## config.mk

```make
export PLATFORM = sky130hd
export DESIGN_NAME = lfsr_range_gen
export DESIGN_NICKNAME = d
export VERILOG_FILES = /design/src/rtl/lfsr_pkg.sv /design/src/rtl/lfsr_core.sv /design/src/rtl/lfsr_range_gen.sv
export SDC_FILE = /design/constraint.sdc
export NUM_CORES = 1
export LEC_CHECK = 0
export CORE_UTILIZATION = 54
export CTS_CLUSTER_DIAMETER = 40
export DETAILED_ROUTE_END_ITERATION = 10
export GPL_ROUTABILITY_DRIVEN = 0
export MAX_ROUTING_LAYER = met4
export PLACE_DENSITY_LB_ADDON = 0.1
export SYNTH_ARGS = -nofsm -noshare
export SYNTH_HDL_FRONTEND = slang
export SYNTH_HIERARCHICAL = 1
export SYNTH_SLANG_ARGS = --single-unit
```

## constraint.sdc

```tcl
create_clock -name clock -period 3.5 [get_ports clock]
set_input_delay 0.525 -clock clock [delete_from_list [all_inputs] [get_ports clock]]
set_output_delay 0.525 -clock clock [all_outputs]
set_load 0.005 [all_outputs]
```

## src/rtl/lfsr_pkg.sv

```systemverilog
// Shared types and constants for the LFSR random-source blocks.
// Contents:
//   fsm_t      - range generator control states (IDLE, DRAW)
//   TAPS_8..16 - maximal-length Fibonacci feedback masks, bit i = state[i]
//   mask_fill  - smears the highest set bit downwards, giving the smallest
//                all-ones value >= the argument
package lfsr_pkg;

   typedef enum logic {
      IDLE = 1'b0,
      DRAW = 1'b1
   } fsm_t;

   localparam logic [7:0]  TAPS_8  = 8'hB8;
   localparam logic [8:0]  TAPS_9  = 9'h110;
   localparam logic [9:0]  TAPS_10 = 10'h240;
   localparam logic [10:0] TAPS_11 = 11'h500;
   localparam logic [11:0] TAPS_12 = 12'hE08;
   localparam logic [12:0] TAPS_13 = 13'h1C80;
   localparam logic [13:0] TAPS_14 = 14'h3802;
   localparam logic [14:0] TAPS_15 = 15'h6000;
   localparam logic [15:0] TAPS_16 = 16'hD008;

   function automatic logic [31:0] mask_fill(input logic [31:0] x);
      logic [31:0] m;
      m = x;
      m = m | (m >> 1);
      m = m | (m >> 2);
      m = m | (m >> 4);
      m = m | (m >> 8);
      m = m | (m >> 16);
      return m;
   endfunction

endpackage

```

## src/rtl/lfsr_core.sv

```systemverilog
// Fibonacci LFSR register with seed load and zero lock-up guard.
// Ports:
//   clock  - system clock, rising edge
//   reset  - asynchronous active-low reset, loads SEED_DEFAULT
//   load   - synchronous seed load (priority over step)
//   seed   - value stored on load; 0 is replaced by 1
//   step   - advance the register by one shift
//   state  - current register contents
module lfsr_core #(
   parameter int unsigned       WIDTH        = 11,
   parameter logic [WIDTH-1:0]  TAPS         = 11'h500,
   parameter logic [WIDTH-1:0]  SEED_DEFAULT = 11'h001
) (
   input  logic             clock,
   input  logic             reset,
   input  logic             load,
   input  logic [WIDTH-1:0] seed,
   input  logic             step,
   output logic [WIDTH-1:0] state
);

   logic             fb;
   logic [WIDTH-1:0] seed_safe;

   assign fb        = ^(state & TAPS);
   // The all-zero state is a fixed point of the XOR feedback, so never store it.
   assign seed_safe = (seed == '0) ? WIDTH'(1) : seed;

   always_ff @(posedge clock or negedge reset) begin
      if (!reset) begin
         state <= SEED_DEFAULT;
      end else if (load) begin
         state <= seed_safe;
      end else if (step) begin
         state <= {state[WIDTH-2:0], fb};
      end
   end

endmodule

```

## src/rtl/lfsr_range_gen.sv

```systemverilog
// Bounded random value generator: LFSR plus request/valid front end that
// returns values uniformly in [0, limit) by bounded rejection sampling.
// Ports:
//   clock  - system clock, rising edge
//   reset  - asynchronous active-low reset
//   seed   - LFSR value captured on load
//   load   - synchronous seed load; aborts any draw, drops a same-cycle req
//   req    - draw request, honoured in IDLE only
//   limit  - exclusive upper bound captured with req; 0 = full range
//   busy   - high while drawing
//   valid  - one-cycle pulse when value is new
//   value  - last drawn result, held until the next valid
//   out    - current LFSR state
module lfsr_range_gen
   import lfsr_pkg::*;
#(
   parameter int unsigned      WIDTH        = 11,
   parameter logic [WIDTH-1:0] TAPS         = TAPS_11,
   parameter logic [WIDTH-1:0] SEED_DEFAULT = 11'h001,
   parameter int unsigned      FREE_RUN     = 1,
   parameter int unsigned      MAX_TRIES    = 8
) (
   input  logic             clock,
   input  logic             reset,
   input  logic [WIDTH-1:0] seed,
   input  logic             load,
   input  logic             req,
   input  logic [WIDTH-1:0] limit,
   output logic             busy,
   output logic             valid,
   output logic [WIDTH-1:0] value,
   output logic [WIDTH-1:0] out
);

   localparam int unsigned     AW       = (MAX_TRIES > 1) ? $clog2(MAX_TRIES) : 1;
   localparam logic [AW-1:0]   LAST_TRY = AW'(MAX_TRIES - 1);

   fsm_t             fsm_q, fsm_d;
   logic [WIDTH-1:0] lim_q, lim_d;
   logic [WIDTH-1:0] mask_q, mask_d;
   logic [WIDTH-1:0] value_q, value_d;
   logic [AW-1:0]    att_q, att_d;
   logic             valid_q, valid_d;
   logic             step;
   logic [WIDTH-1:0] state;
   logic [WIDTH-1:0] cand;
   logic [WIDTH-1:0] lim_m1;

   lfsr_core #(
      .WIDTH        (WIDTH),
      .TAPS         (TAPS),
      .SEED_DEFAULT (SEED_DEFAULT)
   ) u_core (
      .clock (clock),
      .reset (reset),
      .load  (load),
      .seed  (seed),
      .step  (step),
      .state (state)
   );

   assign lim_m1 = limit - WIDTH'(1);

   always_comb begin
      fsm_d   = fsm_q;
      lim_d   = lim_q;
      mask_d  = mask_q;
      value_d = value_q;
      att_d   = att_q;
      valid_d = 1'b0;
      step    = 1'b0;
      // Candidate always comes from the pre-step state of this cycle.
      cand    = (lim_q == '0) ? state : (state & mask_q);

      unique case (fsm_q)
         IDLE: begin
            if (req) begin
               lim_d  = limit;
               mask_d = WIDTH'(mask_fill(32'(lim_m1)));
               att_d  = '0;
               fsm_d  = DRAW;
            end else begin
               step = (FREE_RUN != 0);
            end
         end
         DRAW: begin
            step = 1'b1;
            if ((lim_q == '0) || (cand < lim_q)) begin
               value_d = cand;
               valid_d = 1'b1;
               fsm_d   = IDLE;
            end else if (att_q == LAST_TRY) begin
               // mask < 2*limit, so one subtraction always lands in range.
               value_d = cand - lim_q;
               valid_d = 1'b1;
               fsm_d   = IDLE;
            end else begin
               att_d = att_q + AW'(1);
            end
         end
         default: fsm_d = IDLE;
      endcase

      if (load) begin
         fsm_d   = IDLE;
         value_d = value_q;
         valid_d = 1'b0;
         att_d   = '0;
      end
   end

   always_ff @(posedge clock or negedge reset) begin
      if (!reset) begin
         fsm_q   <= IDLE;
         lim_q   <= '0;
         mask_q  <= '0;
         value_q <= '0;
         att_q   <= '0;
         valid_q <= 1'b0;
      end else begin
         fsm_q   <= fsm_d;
         lim_q   <= lim_d;
         mask_q  <= mask_d;
         value_q <= value_d;
         att_q   <= att_d;
         valid_q <= valid_d;
      end
   end

   assign busy  = (fsm_q == DRAW);
   assign valid = valid_q;
   assign value = value_q;
   assign out   = state;

endmodule

```

==> impl_metrics.ini <==
[run_status]
outcome = completed

[placement]
place.port_buffers = 49
dp.cells = 464
pre_cts_slack_ps = 270
dpl.hpwl_mm = 5.99

[clock_tree]
root_buffer = clkbuf_8
clock-sinks = 49
post_cts_buffers = 0
clk_latency_ps = 310
cts.clk_slew.worst_paths_ps = 90
cts_max_level = 2
clockBufferDepth = 2
cts_made_buffers = 5
tritoncts = done
cts_resized = 0
cts_hold_buf = 0

[synthesis]
synth-main-ff-cell = dfrtp_1
synth_seq_area_share = 0.385
syn_area_um2 = 3190
ys_warn_count = 6
syn_inst = 358
yosysMostFrequentCell = dfrtp_1
synth_top_area_frac = 0.376
synth.top_cells.by_count = 48 x dfrtp_1, 35 x nor2_1, 31 x nand2_1
ys_top_cells_by_area = dfrtp_1 38%, ha_1 5.9%, nor2_1 4.1%, mux2i_1 3.8%, o21a_1 3.8%
synth.avg_cell_area_um2 = 8.92
synthArstFlopShare = 1.00
synth_largest_area_cell = dfrtp_1
synth_edf_count = 0
yosys.cell_types.count = 52
syn_nets = 400
synth_seq_cells = 49

[power]
ir_worst_vdd_mv = 0.309
p_leak_nw = 1.61
powerDensity_nw_per_um2 = 528

[cells_and_area]
drive_gt1_frac = 0.0975
syn_to_final_growth_pct = 20.4
diodes = 0
final_cells = 472
nets = 441

[timing]
hold_viol = 0
period_needed_ps = 3180
worst_pin_slew_ps = 1070
fin_ws_ps = 319
drv_slew = 0
slew_headroom = 0.289
rsz0062_at_grt = false
hold_ws_ps = 404
min_period_over_period = 0.909
fin_skew_ps = 12.7
setup_viol = 0
fmax_mhz = 314
finalSetupTns_ps = 0

[critical_path]
cp.required_ps = 3690
reg2reg_depth = 12
arrival_ps = 3370
setup.worst_path.class = reg2reg
cp-start-kind = flop
crit_path_end_kind = flop
worstPathMaxFanout = 23
r2r_end = value[10]
rr_startpoint = lim_q[7]
r2r_setup_slack_ps = 320

[global_route]
grt_use_total = 0.288
grt_pass1_wl_mm = 13.4
gr-total-overflow = 0
grt_max_degree = 50
antenna_found_initial = 0
grt_pass1_vias = 2806

[flow_run]
drv_cap = 0

[detailed_routing]
wire_per_inst_um = 17.2
routed_via_density = 6.00
drc = 0
dr.pass1.iters = 4
drt_iter0_markers = 165
ant_nets = 0
num_vias = 2832
wl_mm = 8.10

[die]
core_um2 = 5610
design.die.area_um2 = 6220
start_util = 0.569
num_rows = 27
die_width_um = 78.9
fp.dieH_um = 78.9
pin_count = 50

[min_path]
hp-class = in2async
routing by layer:
| layer | GRT usage | routed length, um |
|---|---|---|
| met1 | 0.366 | 3680 |
| met2 | 0.465 | 3870 |
| met3 | 0.0471 | 333 |
| met4 | 0.107 | 221 |
| met5 | - | 0 |
cell usage in the layout, fill, tap and decap left out, types with 10 or more instances in the layout:
cell type / netlist / routed
mux2i_1: 12 / 12
ha_1: 15 / 15
o21ai_0: 16 / 16
clkdlybuf4s50_1: 0 / 48
nor2_1: 35 / 35
inv_1: 17 / 17
a21oi_1: 21 / 20
dfrtp_1: 48 / 48
a22oi_1: 10 / 10
o21a_1: 16 / 16
nand2_1: 31 / 31
o21ai_1: 11 / 11
layout make-up:
cell class                      instances  area, um^2
Inverter                               18        67.6
Sequential cell                        49        1230
Clock inverter                          1        30.0
Fill cell                             488        1760
Clock buffer                            7        86.3
Timing Repair Buffer                   56         538
Tap cell                               72        90.1
Multi-Input combinational cell        269        1800
stage by stage:
step	utilization	area, um^2	power [mW]
floorplan	-	3190	1.26
global placement	0.662	3710	1.59
detailed placement	0.662	3710	1.60
CTS	0.683	3830	2.03
global route	0.685	3840	2.16
finish	0.685	3840	2.03
critical path: stages (launching register included):
cell	delay, ps
dfrtp_1	390
nor4_1	290
and3_1	380
buf_4	230
o21a_1	120
ha_1	270
a21oi_1	260
nand2_1	130
o21ai_1	220
buf_4	230
a31o_4	320
nand2b_1	140
o211ai_1	70
logic make-up after synthesis:
| group | synth area share |
|---|---|
| and+or+nand+nor | 0.163 |
| AOI/OAI and AO/OA | 0.253 |
| xor gates and xnor gates | 0.0384 |
| muxes | 0.0412 |
| buffers and inverters | 0.0549 |
| adders and majority gates | 0.0651 |
| DFF | 0.385 |
how the worst max path moves through the flow:
stage,from,to,slack (ps),cells past startpoint
6_report,lim_q[7],value[10],320,12
3_3_place_gp,lim_q[7],value[0],340,10
2_1_floorplan,lim_q[6],value[1],310,15
5_1_grt,lim_q[7],value[10],30,12
3_5_place_dp,lim_q[7],value[0],270,10
4_1_cts,lim_q[7],value[0],220,10
power breakdown:
part	switching, mW	leakage [nW]	internal [mW]
registers	0.0879	0.564	0.677
clock network	0.193	0.0585	0.233
logic	0.406	0.987	0.434
total	0.686	1.61	1.34
sequential cells by signal, indices dropped and copies added (netlist names):
| signal | cells |
|---|---|
| valid | 1 |
| mask_q | 11 |
| u_core/state | 11 |
| value | 11 |
| att_q | 3 |
| lim_q | 11 |
| busy | 1 |
No activity file was read; power rests on OpenSTA's default activity.
